### src/rtl/count_sched.sv
// count_sched: round-robin scheduler that shares one up/down counter among
// NREQ requesters. Each granted requester has the counter walked along the
// shortest modular path to its latched target, then receives a done pulse.
//
// Optional watchdog: define COUNT_SCHED_WATCHDOG_EN to abort a move that
// lasts TO_CYCLES MOVE cycles without reaching the target (err pulse).
//
// Ports:
//   clk      clock, all logic on posedge
//   rst      synchronous reset, active-high
//   req      per-requester request level, held until done or withdraw
//   tgt      per-requester targets, requester i at [i*WIDTH +: WIDTH]
//   cnt_q    current value of the shared counter
//   cnt_en   counter step enable (combinational)
//   cnt_dir  counter step direction, 1 = up
//   gnt      registered one-hot grant
//   done     registered one-cycle completion pulse
//   busy     high whenever the scheduler is not idle
//   err      one-cycle watchdog abort pulse (0 without the watchdog)
module count_sched #(
  parameter int NREQ      = 4,
  parameter int WIDTH     = 4,
  parameter int TO_CYCLES = 20
) (
  input  logic                  clk,
  input  logic                  rst,
  input  logic [NREQ-1:0]       req,
  input  logic [NREQ*WIDTH-1:0] tgt,
  input  logic [WIDTH-1:0]      cnt_q,
  output logic                  cnt_en,
  output logic                  cnt_dir,
  output logic [NREQ-1:0]       gnt,
  output logic [NREQ-1:0]       done,
  output logic                  busy,
  output logic                  err
);

  localparam int IW = (NREQ > 1) ? $clog2(NREQ) : 1;
  // Half of the modular range; a tie at exactly this distance goes up.
  localparam logic [WIDTH-1:0] HALF = {1'b1, {(WIDTH-1){1'b0}}};

  typedef enum logic [1:0] {IDLE, MOVE, DONE} state_t;

  state_t            state, state_n;
  logic [IW-1:0]     ptr, ptr_n;
  logic [IW-1:0]     pick;
  logic [WIDTH-1:0]  tgt_l, tgt_sel, diff;
  logic [NREQ-1:0]   gnt_n, done_n;
  logic              load, req_win, timeout;

  // Round-robin pick: lowest requester above the pointer wins; if none,
  // wrap around to the lowest requester at or below the pointer.
  always_comb begin
    pick = '0;
    for (int i = NREQ - 1; i >= 0; i--)
      if (req[i] && i <= int'(ptr)) pick = IW'(i);
    for (int i = NREQ - 1; i >= 0; i--)
      if (req[i] && i > int'(ptr)) pick = IW'(i);
  end

  always_comb begin
    tgt_sel = '0;
    for (int i = 0; i < NREQ; i++)
      if (IW'(i) == pick) tgt_sel = tgt[i*WIDTH +: WIDTH];
  end

  assign diff    = tgt_l - cnt_q;
  // gnt is one-hot in MOVE, so this is the granted requester's req bit.
  assign req_win = |(req & gnt);
  assign busy    = (state != IDLE);

`ifdef COUNT_SCHED_WATCHDOG_EN
  localparam int WDW = $clog2(TO_CYCLES + 1);
  localparam logic [WDW-1:0] WD_LAST = WDW'(TO_CYCLES - 1);

  logic [WDW-1:0] wd;
  logic           err_q;

  // wd counts MOVE cycles already elapsed; it is zero on the first MOVE cycle.
  always_ff @(posedge clk) begin
    if (rst || state != MOVE) wd <= '0;
    else                      wd <= wd + 1'b1;
  end

  assign timeout = (wd == WD_LAST);

  always_ff @(posedge clk) begin
    if (rst) err_q <= 1'b0;
    else     err_q <= (state == MOVE) && req_win && (diff != '0) && timeout;
  end

  assign err = err_q;
`else
  assign timeout = 1'b0;
  assign err     = 1'b0;
`endif

  always_comb begin
    state_n = state;
    gnt_n   = gnt;
    done_n  = '0;
    ptr_n   = ptr;
    load    = 1'b0;
    cnt_en  = 1'b0;
    cnt_dir = 1'b0;
    case (state)
      IDLE: begin
        if (|req) begin
          state_n = MOVE;
          gnt_n   = NREQ'(1) << pick;
          ptr_n   = pick;
          load    = 1'b1;
        end
      end
      MOVE: begin
        cnt_dir = (diff <= HALF);
        // Withdraw beats arrival, arrival beats the watchdog.
        if (!req_win) begin
          state_n = IDLE;
          gnt_n   = '0;
        end else if (diff == '0) begin
          state_n = DONE;
          gnt_n   = '0;
          done_n  = gnt;
        end else begin
          cnt_en = 1'b1;
          if (timeout) begin
            state_n = IDLE;
            gnt_n   = '0;
          end
        end
      end
      DONE: state_n = IDLE;
      default: state_n = IDLE;
    endcase
  end

  always_ff @(posedge clk) begin
    if (rst) begin
      state <= IDLE;
      gnt   <= '0;
      done  <= '0;
      ptr   <= IW'(NREQ - 1);
    end else begin
      state <= state_n;
      gnt   <= gnt_n;
      done  <= done_n;
      ptr   <= ptr_n;
    end
  end

  // Target latch carries data only; it is meaningful solely while granted.
  always_ff @(posedge clk) begin
    if (load) tgt_l <= tgt_sel;
  end

endmodule
### config.mk
export PLATFORM = sky130hd
export DESIGN_NAME = count_sched
export DESIGN_NICKNAME = d
export VERILOG_FILES = /design/src/rtl/count_sched.sv
export SDC_FILE = /design/constraint.sdc
export NUM_CORES = 1
export LEC_CHECK = 0
export ABC_AREA = 1
export BUFFER_PORTS_ARGS = -buffer_cell sky130_fd_sc_hd__buf_2
export CAP_MARGIN = 15
export CORE_MARGIN = 5
export CORE_UTILIZATION = 40
export CTS_CLUSTER_SIZE = 30
export DETAILED_ROUTE_END_ITERATION = 8
export PLACE_DENSITY = 0.67
export SLEW_MARGIN = 5
export SYNTH_ARGS = -nofsm -noshare
export SYNTH_HDL_FRONTEND = slang
export SYNTH_SLANG_ARGS = --single-unit
### constraint.sdc
create_clock -name clk -period 3.6 [get_ports clk]
set_input_delay 0.72 -clock clk [delete_from_list [all_inputs] [get_ports clk]]
set_output_delay 0.72 -clock clk [all_outputs]
set_load 0.01 [all_outputs]
**Yosys cells after proc, flatten, opt, wreduce, memory -nomap -nowiden**

Cells that the tools add are included.

- Output and inout bits: 12
- Word-level logic and storage cells: 66
- Register bits: 16

- $add $sub $neg: 1
- Reductions and logical operators: 17
- Shift operators: 1
- Bitwise operators: 4
- Eq/ne operators: 6
- Mux-type cells: 25
- Order comparisons: 7

Operators by type and width:

| cell | count |
|---|---|
| 4-bit 2-to-1 mux | 7 |
| 2-bit 2-to-1 mux | 10 |
| 4-bit OR reduction | 3 |
| 4-bit case mux with 2 select lines | 1 |
| 1-bit logical AND | 6 |
| 1-bit 2-to-1 mux | 6 |
| 4-bit bitwise AND | 1 |
| 2-bit equality test (first input constant) | 2 |
| 2-bit > comparator (first input constant) | 2 |
| 2-bit <= comparator (first input constant) | 2 |
| 4-bit <= comparator (second input constant) | 1 |
| 2-bit logical NOT | 2 |
| 4-bit logical NOT | 1 |
| 2-bit case mux with 2 select lines | 1 |
| 2-bit AND reduction | 2 |
| 2-bit nonzero test | 2 |
| 1-bit by 2-bit << shifter with 4-bit output (first input constant) | 1 |
| 4-bit subtractor | 1 |
| 3-bit inequality test (second input constant) | 1 |
| 1-bit inverter | 3 |
| 3-bit AND reduction | 1 |
| 1-bit by 2-bit equality test with 1-bit output (first input constant) | 1 |
| 2-bit by 1-bit equality test with 1-bit output (second input constant) | 1 |
| 1-bit by 2-bit > comparator with 1-bit output (first input constant) | 1 |
| other kinds (2) | 2 |

**Longest topological paths before layout**

Gate-level depths: netlist of run 1.

- Word-level depth: 14
- Mapped depth: 14

**Worst setup path after synthesis of run 1**

Ideal clock, no wire load.

- Path type: input to output
- Start: input port cnt_q[2]
- End: output port cnt_en
- Path slack: 1.247 ns
- Required time: 2.880 ns
- Arrival: 1.633 ns
- Stages: 9
- Path buffers: 0
- Cell sequence: inv_1 ha_1 a21oi_1 nand2_1 nand2_1 nand2_1 nand2_1 nand2_1 inv_1

- Word-level cells in the longest chain between the ends: 5

Ends and longest elaborated chain:

| what | line | source |
|---|---|---|
| start: declaration | 29 | `input logic [WIDTH-1:0] cnt_q,` |
| 4-bit subtractor | 67 | `assign diff = tgt_l - cnt_q;` |
| 4-bit logical NOT | 121 | `end else if (diff == '0) begin` |
| 1-bit 2-to-1 mux | 121 |  |
| 1-bit 2-to-1 mux | 118 | `if (!req_win) begin` |
| 1-bit 2-to-1 mux | 106 | `case (state)` |
| end: declaration | 30 | `output logic cnt_en,` |

No other way between the ends.

**Worst setup path in the final report of run 1**

- Start: input port cnt_q[1]
- End: output port cnt_en

The elaborated chain is that of the path after synthesis.

==> key figures, run 1 <==
Pwr
  – Max rail drop VDD: 180 uV
  – Share of total power in sequential cells: 39.9%
  – Portion of total power attributed to combinational logic: 39.7%
  – Internal: 0.361 mW
  – Static Leak: 0.687 nW
  – Switching component of the power: 0.220 mW
  – Clock power share: 20.4%
  – Cell area power density: 472 nW/um^2
  – Switching part of the total power: 37.8%

GRT
  – Pin count of the biggest net entering global routing: 14
  – Global Route Usage Sum: 14.4%
  – Wire length of the first global-routing pass: 3.87 mm
  – Leftover overflow at the end of global routing: 0
  – Vias in the first global route: 990
  – Antenna violations before repair: 0

Route
  – Highest metal layer with signal wires: met4
  – First-pass iteration count of the detailed router: 4
  – Average wire length per cell after detail routing: 11.0 um
  – Drt initial violations: 42
  – Total vias in the final route: 1,064
  – Sum of met3 wire segment lengths after detailed routing: 88 um
  – Routed wire length on met2: 1.19 mm
  – Post-route met1 wirelength: 1.07 mm
  – DRC violation count after routing: 0
  – Remaining antenna violation count: 0
  – Vias/cell: 4.84
  – Sum of routed wire length over all layers: 2.41 mm

Logic synthesis
  – Largest cells by area after synthesis: sky130_fd_sc_hd__dfxtp_1 (24%), sky130_fd_sc_hd__nand2_1 (15%), sky130_fd_sc_hd__edfxtp_1 (12%)
  – Post-synthesis average cell area: 6.57 um^2
  – Number of warnings reported in the yosys synthesis log: 0
  – Cell variety after synth: 18
  – Post-synthesis instance area: 1000 um^2
  – Flip-flop and latch count after synthesis: 16
  – Part of the Yosys area used for sequential elements: 35.9%
  – Number of nets in the synthesized netlist: 182
  – Top cell type's share of synthesized area: 23.9%
  – Cell type with the largest total area after synthesis: sky130_fd_sc_hd__dfxtp_1
  – Number of instances in the synthesized netlist: 153

Timing
  – Period utilisation layout: 73.6%
  – Max-slew violation count: 0
  – Sum of negative setup slack: 0 ns
  – Min Clock Period, post-route: 2.65 ns
  – F_max: 0.377 GHz
  – Clock tree skew after final layout: 0.00151 ns
  – Setup repair after global routing missed its margin: false
  – Worst Slack Setup Final: 0.950 ns
  – Count of final hold-check violations: 0
  – Final setup violating endpoints: 0

Critical path
  – Data required time at the worst endpoint: 2.88 ns
  – Worst Setup SP: cnt_q[1]
  – Worst reg2reg startpoint: ptr[1]
  – Launching element type of the critical path: input pin
  – End point of the critical path: cnt_en
  – Worst setup EP type: output pin
  – Type of the worst setup path: input pin to output pin
  – Maximum fanout along the worst path: 3
  – FF-to-FF path depth: 7
  – Sequence of cells on the critical path: buf_2, inv_1, ha_1, nand2_1, nand2_1, nand2_1, nand2_1, nor2_1, nand2_1, nand2_1, inv_1, buf_2
  – End of the worst register-to-register path: tgt_l[3]
  – Flop-to-flop setup slack: 1.78 ns
  – Slowest stage cell, crit path: sky130_fd_sc_hd__ha_1
  – Most used cell, CP: sky130_fd_sc_hd__nand2_1
  – Longest individual stage delay on the worst path: 0.31 ns
  – Endpoint arrival time on the critical path: 1.93 ns

Finish
  – Fraction of final layout cells with drive strength greater than 1: 24.7%
  – Relative area change from synthesis to final layout: 22.3%
  – Post-route non-filler standard cell count: 220
  – Final core utilization: 50.5%
  – Antenna diode instance count: 0
  – Cell area after layout: 1230 um^2
  – Seq. cell area: 360 um^2
  – Net count reported at finish: 220
  – Most frequent cells in the layout: sky130_fd_sc_hd__nand2_1 (41), sky130_fd_sc_hd__buf_2 (36), sky130_fd_sc_hd__inv_1 (26)
  – Multi-input combinational cell area: 517 um^2
  – Leading cell type in the layout, fill and taps excluded: sky130_fd_sc_hd__nand2_1
  – Number of filler instances in the final layout: 267

Placed design
  – Weighted congestion reported at the end of routability-driven placement: 0.856
  – Port Buffer Count: 36
  – Area of placed instances: 1190 um^2
  – Placed Cells incl. Taps: 216
  – Post-placement worst setup slack: 0.939 ns
  – DP HPWL: 2.02 mm

Clock tree
  – Clock network latency to the later pin of the worst-skew pair: 0.29 ns
  – Clock-pin slew reported for the worst setup and hold paths after clock tree synthesis: 0.09 ns
  – Maximum level of the CTS H-tree: 1
  – CTS Buf Count: 3
  – CTS hold repair buffers: 0
  – Clock net sink count: 16
  – Resized Gates After CTS: 0
  – Clock root buffer: sky130_fd_sc_hd__clkbuf_4
  – Setup repair bufs after CTS: 0
  – Buffer depth of the longest clock path: 2
  – TritonCTS clock tree: yes

Floorplanning
  – Top-Level Pins: 38
  – Initial Utilization: 41.3%
  – Die height: 60.1 um
  – Core region area: 2430 um^2
  – Number of core rows: 18
  – Die outline area: 3610 um^2
  – Die X: 60.1 um

Flow run
  – MaxCap Viol Count: 0

Outcome
  – Outcome: completed

Worst hold path
  – Min-Delay Path Class: flip-flop to flip-flop
final cells by class:
type                    instances  share of cell area, %
multi-input cells             108                   42.1
flip-flops and latches         16                   29.3
repair buffers                 36                   14.7
inverters                      26                   7.94
well taps                      30                   3.05
clock buffers                   4                   2.95
kinds of logic (layout without fill, tap and decap cells):
kind of cell / Yosys count / after routing / synth area share [%]
AND/OR/NAND/NOR: 96 / 96 / 43.3
adder cells (fa/ha/maj): 3 / 3 / 3.74
AO/OA/AOI/OAI: 8 / 8 / 3.98
buffers and inverters: 29 / 66 / 12.7
flip-flops: 16 / 16 / 35.9
other: 1 / 1 / 0.373
metrics by stage:
stage          hold WS, ns  power, mW
2_1_floorplan        0.487      0.407
3_3_place_gp         0.473      0.456
3_5_place_dp         0.473      0.466
4_1_cts              0.488      0.585
5_1_grt              0.500      0.625
6_report             0.482      0.580
registers in the layout, summed over array words and instances, names as in the netlist:
signal  flops
done        4
gnt         4
tgt_l       4
ptr         2
state       2
per-layer routing:
metal | vias to the layer above | track usage, %
met5 | - | 0
met4 | 0 | 8.54
met3 | 5 | 0.864
met2 | 22 | 25.5
met1 | 482 | 16.7
li1 | 555 | -
worst max-delay path, delay by kind of cell:
family | cells | cell delay [ns]
AND/OR/NAND/NOR | 7 | 0.60
buffers and inverters | 4 | 0.29
adder cells (fa/ha/maj) | 1 | 0.31
cell usage after synthesis:
cell type                  number
sky130_fd_sc_hd__inv_1         26
sky130_fd_sc_hd__o21ai_1        1
sky130_fd_sc_hd__nand4_1       10
sky130_fd_sc_hd__buf_6          2
sky130_fd_sc_hd__edfxtp_1       4
sky130_fd_sc_hd__nand2_4        2
sky130_fd_sc_hd__nor3_2         1
sky130_fd_sc_hd__dfxtp_1       12
sky130_fd_sc_hd__nand2_2        2
sky130_fd_sc_hd__o21ai_0        3
sky130_fd_sc_hd__nor2_1        23
sky130_fd_sc_hd__a21oi_1        4
sky130_fd_sc_hd__buf_4          1
sky130_fd_sc_hd__conb_1         1
sky130_fd_sc_hd__nor2_2         2
sky130_fd_sc_hd__nand3_1       15
sky130_fd_sc_hd__nand2_1       41
sky130_fd_sc_hd__ha_1           3
power by group through the flow:
| stage | Combinational [mW] | Sequential (mW) | Clock [mW] |
|---|---|---|---|
| final | 0.230 | 0.232 | 0.118 |
| after detailed placement | 0.230 | 0.236 | 0 |
| after floorplan | 0.172 | 0.235 | 0 |
| after global routing | 0.264 | 0.235 | 0.126 |
| after global placement | 0.221 | 0.234 | 0 |
| after CTS | 0.231 | 0.232 | 0.122 |
how the worst min path moves through the flow:
| stage | startpoint | to | depth (start not counted) |
|---|---|---|---|
| after global placement | gnt[3] | done[3] | 2 |
| after floorplan | gnt[0] | done[0] | 2 |
| after global routing | gnt[0] | done[0] | 2 |
| final | gnt[3] | done[3] | 2 |
| after CTS | gnt[0] | done[0] | 2 |
| after detailed placement | gnt[0] | done[0] | 2 |
Note: power is estimated with default switching activity, not from simulation.
==> run 2, diff against run 1 <==
Clock period 3.6 ns to 2.5 ns, I/O delays scaled along.
==> key figures, run 2 (synthesized netlist as in run 1, its figures left out) <==
Finish
  – Number of filler instances in the final layout: 265 (was 267)
  – Final core utilization: 50.5% (unchanged)
  – Multi-input combinational cell area: 517 um^2 (unchanged)
  – Net count reported at finish: 220 (unchanged)
  – Seq. cell area: 360 um^2 (unchanged)
  – Most frequent cells in the layout: sky130_fd_sc_hd__nand2_1 (41), sky130_fd_sc_hd__buf_2 (36), sky130_fd_sc_hd__inv_1 (26) (unchanged)
  – Fraction of final layout cells with drive strength greater than 1: 24.7% (unchanged)
  – Relative area change from synthesis to final layout: 22.3% (unchanged)
  – Antenna diode instance count: 0 (unchanged)
  – Cell area after layout: 1230 um^2 (unchanged)
  – Post-route non-filler standard cell count: 220 (unchanged)
  – Leading cell type in the layout, fill and taps excluded: sky130_fd_sc_hd__nand2_1 (unchanged)
  – Regs by FF count: done x4, gnt x4, tgt_l x4 (unchanged)

Worst hold path
  – Hold Path Depth: 2 (unchanged)
  – Hold-critical path endpoint: state[0] (was done[3])
  – Min-Delay Path Class: input pin to flip-flop (was flip-flop to flip-flop)
  – Beginning of the worst hold path: rst (was gnt[3])

Timing
  – Worst Slack Setup Final: 0.204 ns (was 0.950 ns)
  – F_max: 0.436 GHz
  – Final setup violating endpoints: 0 (unchanged)
  – Max-slew violation count: 0 (unchanged)
  – Min Clock Period, post-route: 2.30 ns
  – Setup repair after global routing missed its margin: false (unchanged)
  – Period utilisation layout: 91.8%
  – Count of final hold-check violations: 0 (unchanged)
  – Sum of negative setup slack: 0 ns (unchanged)
  – Clock tree skew after final layout: 0.00527 ns (was 0.00151 ns)

GRT
  – Global Route Usage Sum: 14.3% (was 14.4%)
  – Antenna violations before repair: 0 (unchanged)
  – Vias in the first global route: 978 (was 990)
  – Pin count of the biggest net entering global routing: 14 (unchanged)
  – Wire length of the first global-routing pass: 3.86 mm (was 3.87 mm)
  – Leftover overflow at the end of global routing: 0 (unchanged)

Route
  – Average wire length per cell after detail routing: 10.9 um (was 11.0 um)
  – Sum of routed wire length over all layers: 2.40 mm (was 2.41 mm)
  – First-pass iteration count of the detailed router: 5 (was 4)
  – Remaining antenna violation count: 0 (unchanged)
  – Total vias in the final route: 1,071 (was 1,064)
  – Vias/cell: 4.87 (was 4.84)
  – DRC violation count after routing: 0 (unchanged)
  – Drt initial violations: 49 (was 42)

Critical path
  – End of the worst register-to-register path: tgt_l[3] (unchanged)
  – Launching element type of the critical path: flip-flop (was input pin)
  – Type of the worst setup path: flip-flop to output pin (was input pin to output pin)
  – Worst reg2reg startpoint: ptr[1] (unchanged)
  – Data required time at the worst endpoint: 2.00 ns (was 2.88 ns)
  – FF-to-FF path depth: 7 (unchanged)
  – Flop-to-flop setup slack: 0.70 ns (was 1.78 ns)
  – Endpoint arrival time on the critical path: 1.80 ns (was 1.93 ns)
  – Maximum fanout along the worst path: 4 (was 3)
  – Worst setup EP type: output pin (unchanged)

Outcome
  – Outcome: completed (unchanged)

Clock tree
  – Buffer depth of the longest clock path: 2 (unchanged)
  – Setup repair bufs after CTS: 0 (unchanged)
  – Clock network latency to the later pin of the worst-skew pair: 0.30 ns (was 0.29 ns)
  – CTS Buf Count: 3 (unchanged)
  – Clock root buffer: sky130_fd_sc_hd__clkbuf_4 (unchanged)
  – Clock net sink count: 16 (unchanged)
  – Clock-pin slew reported for the worst setup and hold paths after clock tree synthesis: 0.09 ns (about the same)
  – Resized Gates After CTS: 0 (unchanged)
  – CTS hold repair buffers: 0 (unchanged)
  – TritonCTS clock tree: yes (unchanged)
  – Maximum level of the CTS H-tree: 1 (unchanged)

Placed design
  – Port Buffer Count: 36 (unchanged)
  – Weighted congestion reported at the end of routability-driven placement: 0.856 (about the same)
  – Post-placement worst setup slack: 0.280 ns (was 0.939 ns)
  – Placed Cells incl. Taps: 216 (unchanged)
  – Area of placed instances: 1190 um^2 (unchanged)
  – DP HPWL: 2.01 mm (was 2.02 mm)

Pwr
  – Max rail drop VDD: 262 uV (was 180 uV)
  – Static Leak: 0.687 nW (unchanged)
  – Cell area power density: 681 nW/um^2 (was 472 nW/um^2)

Floorplanning
  – Die height: 60.1 um (unchanged)
  – Top-Level Pins: 38 (unchanged)
  – Core region area: 2430 um^2 (unchanged)
  – Die X: 60.1 um (unchanged)
  – Initial Utilization: 41.3% (unchanged)
  – Die outline area: 3610 um^2 (unchanged)
  – Number of core rows: 18 (unchanged)

Flow run
  – MaxCap Viol Count: 0 (unchanged)
==> run 2: critical path, cell delays in order, from the launching register on <==
cell and delay, ns:
sky130_fd_sc_hd__edfxtp_1 0.39, sky130_fd_sc_hd__ha_1 0.34, sky130_fd_sc_hd__a21oi_1 0.21, sky130_fd_sc_hd__nand3_1 0.11, sky130_fd_sc_hd__nand2_1 0.11, sky130_fd_sc_hd__nand2_1 0.06
sky130_fd_sc_hd__nand2_1 0.11, sky130_fd_sc_hd__inv_1 0.04, sky130_fd_sc_hd__buf_2 0.13
==> run 2: per-stage QoR <==
stage                     hold WS [ns]  total power, mW
after floorplan                  0.487            0.587
after global placement           0.473            0.656
after detailed placement         0.475            0.671
after CTS                        0.407            0.840
after global routing             0.406            0.906
final                            0.412            0.836
==> run 2: area by class of cell <==
class / instances / area share [%]
multi-input combinational: 108 / 42.1
inverter: 26 / 7.94
tap: 30 / 3.05
clock buffer: 4 / 2.95
sequential: 16 / 29.3
timing repair buffer: 36 / 14.7
==> run 2: layer usage <==
layer / global-route usage, % / share of wire [%] / vias to the layer above
li1: - / - / 554
met1: 16.7 / 42 / 481
met2: 25.2 / 50 / 31
met3: 1.08 / 5.9 / 5
met4: 8.54 / 2.6 / 0
met5: 0 / 0 / -
==> run 2: where the power goes <==
group          switching (mW)  internal, mW
Clock                  0.0823        0.0890
Sequential             0.0229         0.310
Combinational           0.211         0.120
Total                   0.317         0.520
==> run 2: how the worst max path moves through the flow <==
| stage | from | endpoint | slack [ns] | depth (start not counted) |
|---|---|---|---|---|
| 2_1_floorplan | cnt_q[2] | cnt_en | 0.59 | 9 |
| 3_3_place_gp | cnt_q[2] | cnt_en | 0.38 | 10 |
| 3_5_place_dp | cnt_q[2] | cnt_en | 0.28 | 10 |
| 4_1_cts | tgt_l[2] | cnt_en | 0.20 | 8 |
| 5_1_grt | tgt_l[2] | cnt_en | 0.09 | 8 |
| 6_report | tgt_l[2] | cnt_en | 0.20 | 8 |
==> run 3, diff against run 2 <==
Settings changed: CORE_UTILIZATION 40 to 35, PLACE_DENSITY 0.67 to 0.6.
==> key figures, run 3 (synthesized netlist as in run 1, its figures left out) <==
Outcome
  – Outcome: completed (unchanged)

Critical path
  – Launching element type of the critical path: flip-flop (unchanged)
  – Endpoint arrival time on the critical path: 1.81 ns (was 1.80 ns)
  – Data required time at the worst endpoint: 2.00 ns (about the same)
  – Worst setup EP type: output pin (unchanged)
  – Maximum fanout along the worst path: 3 (was 4)
  – Type of the worst setup path: flip-flop to output pin (unchanged)

GRT
  – Global Route Usage Sum: 12.9% (was 14.3%)
  – Pin count of the biggest net entering global routing: 14 (unchanged)
  – Leftover overflow at the end of global routing: 0 (unchanged)
  – Met2 usage in global routing: 23.4% (was 25.2%)
  – GR peak layer: met2 (unchanged)
  – Met3 layer usage reported by global route: 1.60% (was 1.08%)
  – Antenna violations before repair: 0 (unchanged)
  – Vias in the first global route: 1,046 (was 978)
  – Met1 global-route usage: 14.3% (was 16.7%)
  – Wire length of the first global-routing pass: 4.28 mm (was 3.86 mm)

Placed design
  – Post-placement worst setup slack: 0.287 ns (was 0.280 ns)
  – Area of placed instances: 1190 um^2 (about the same)
  – Port Buffer Count: 36 (unchanged)
  – Weighted congestion reported at the end of routability-driven placement: 0.772 (was 0.856)
  – DP HPWL: 2.07 mm (was 2.01 mm)
  – Placed Cells incl. Taps: 217 (was 216)

Floorplanning
  – Core region area: 2760 um^2 (was 2430 um^2)
  – Number of core rows: 19 (was 18)
  – Die X: 63.6 um (was 60.1 um)
  – Initial Utilization: 36.4% (was 41.3%)
  – Top-Level Pins: 38 (unchanged)
  – Die outline area: 4040 um^2 (was 3610 um^2)
  – Die height: 63.6 um (was 60.1 um)

Timing
  – Final setup violating endpoints: 0 (unchanged)
  – Post-Route Hold Slack: 0.436 ns (was 0.412 ns)
  – Min Clock Period, post-route: 2.31 ns (was 2.30 ns)
  – Setup repair after global routing missed its margin: false (unchanged)
  – Period utilisation layout: 92.6% (was 91.8%)
  – Sum of negative setup slack: 0 ns (unchanged)
  – Count of final hold-check violations: 0 (unchanged)
  – Max-slew violation count: 0 (unchanged)
  – Worst Slack Setup Final: 0.185 ns (was 0.204 ns)
  – Clock tree skew after final layout: 0.000778 ns (was 0.00527 ns)
  – F_max: 0.432 GHz (was 0.436 GHz)

Finish
  – Most frequent cells in the layout: sky130_fd_sc_hd__nand2_1 (41), sky130_fd_sc_hd__buf_2 (36), sky130_fd_sc_hd__inv_1 (26) (unchanged)
  – Net count reported at finish: 220 (unchanged)
  – Cell area after layout: 1220 um^2 (was 1230 um^2)
  – Final core utilization: 44.2% (was 50.5%)
  – Antenna diode instance count: 0 (unchanged)
  – Relative area change from synthesis to final layout: 21.4% (was 22.3%)
  – Regs by FF count: done x4, gnt x4, tgt_l x4 (unchanged)
  – Fraction of final layout cells with drive strength greater than 1: 24.2% (was 24.7%)
  – Post-route non-filler standard cell count: 221 (was 220)
  – Leading cell type in the layout, fill and taps excluded: sky130_fd_sc_hd__nand2_1 (unchanged)
  – Number of filler instances in the final layout: 293 (was 265)

Pwr
  – Static Leak: 0.681 nW (was 0.687 nW)
  – Internal: 0.492 mW (was 0.520 mW)
  – Switching part of the total power: 39.1% (was 37.9%)
  – Share of total power in sequential cells: 41.1% (was 39.9%)
  – Switching component of the power: 0.316 mW (was 0.317 mW)
  – Cell area power density: 662 nW/um^2 (was 681 nW/um^2)
  – Total Power Consumption: 0.807 mW (was 0.836 mW)
  – Portion of total power attributed to combinational logic: 41.6% (was 39.7%)
  – Clock power share: 17.3% (was 20.5%)
  – Max rail drop VDD: 293 uV (was 262 uV)

Route
  – Remaining antenna violation count: 0 (unchanged)
  – Sum of routed wire length over all layers: 2.47 mm (was 2.40 mm)
  – Vias/cell: 4.76 (was 4.87)
  – Drt initial violations: 57 (was 49)
  – First-pass iteration count of the detailed router: 4 (was 5)
  – DRC violation count after routing: 0 (unchanged)
  – Total vias in the final route: 1,051 (was 1,071)
  – Average wire length per cell after detail routing: 11.2 um (was 10.9 um)

Clock tree
  – Maximum level of the CTS H-tree: 1 (unchanged)
  – TritonCTS clock tree: yes (unchanged)
  – Clock network latency to the later pin of the worst-skew pair: 0.28 ns (was 0.30 ns)
  – Clock net sink count: 16 (unchanged)
  – Buffer depth of the longest clock path: 2 (unchanged)
  – Clock-pin slew reported for the worst setup and hold paths after clock tree synthesis: 0.09 ns (about the same)
  – Resized Gates After CTS: 0 (unchanged)
  – CTS Buf Count: 3 (unchanged)
  – CTS hold repair buffers: 0 (unchanged)
  – Setup repair bufs after CTS: 0 (unchanged)
  – Clock root buffer: sky130_fd_sc_hd__clkbuf_4 (unchanged)

Flow run
  – MaxCap Viol Count: 0 (unchanged)

Worst hold path
  – Min-Delay Path Class: input pin to flip-flop (unchanged)
==> run 3: worst max-delay path, cell delays in order (launching register included) <==
cell and delay (ns):
sky130_fd_sc_hd__edfxtp_1 0.39, sky130_fd_sc_hd__ha_1 0.32, sky130_fd_sc_hd__nand2_1 0.09, sky130_fd_sc_hd__nand2_1 0.05
sky130_fd_sc_hd__nand2_1 0.05, sky130_fd_sc_hd__nand2_1 0.05, sky130_fd_sc_hd__nor2_1 0.20, sky130_fd_sc_hd__nand2_1 0.09
sky130_fd_sc_hd__nand2_1 0.12, sky130_fd_sc_hd__inv_1 0.04, sky130_fd_sc_hd__buf_2 0.13
==> run 3: worst paths after layout <==
path | start | end | slack (ns) | depth (start not counted)
setup / recovery | tgt_l[1] | cnt_en | 0.19 | 10
hold / removal | rst | state[0] | 0.44 | 2
setup reg to reg | ptr[1] | tgt_l[2] | 0.70 | 7
hold reg to reg | gnt[3] | done[3] | 0.48 | 2
==> run 3: power by group through the flow <==
stage                     registers, mW  clock network, mW  logic, mW
after floorplan                   0.339                  0      0.248
after global placement            0.338                  0      0.322
after detailed placement          0.338                  0      0.334
after CTS                         0.332              0.145      0.335
after global routing              0.337              0.158      0.385
final                             0.332              0.139      0.336
==> run 3: cell type report <==
type                       instances  area, um^2  share of cell area (%)
multi-input combinational        108         517                    42.4
sequential                        16         360                    29.5
timing repair buffer              36         180                    14.8
inverter                          26        97.6                    8.00
tap                               31        38.8                    3.18
clock buffer                       4        26.3                    2.15
==> run 3: per-layer routing <==
layer / vias to the layer above / routed length [um]
li1: 553 / -
met1: 471 / 1070
met2: 23 / 1250
met3: 4 / 93
met4: 0 / 49
met5: - / 0
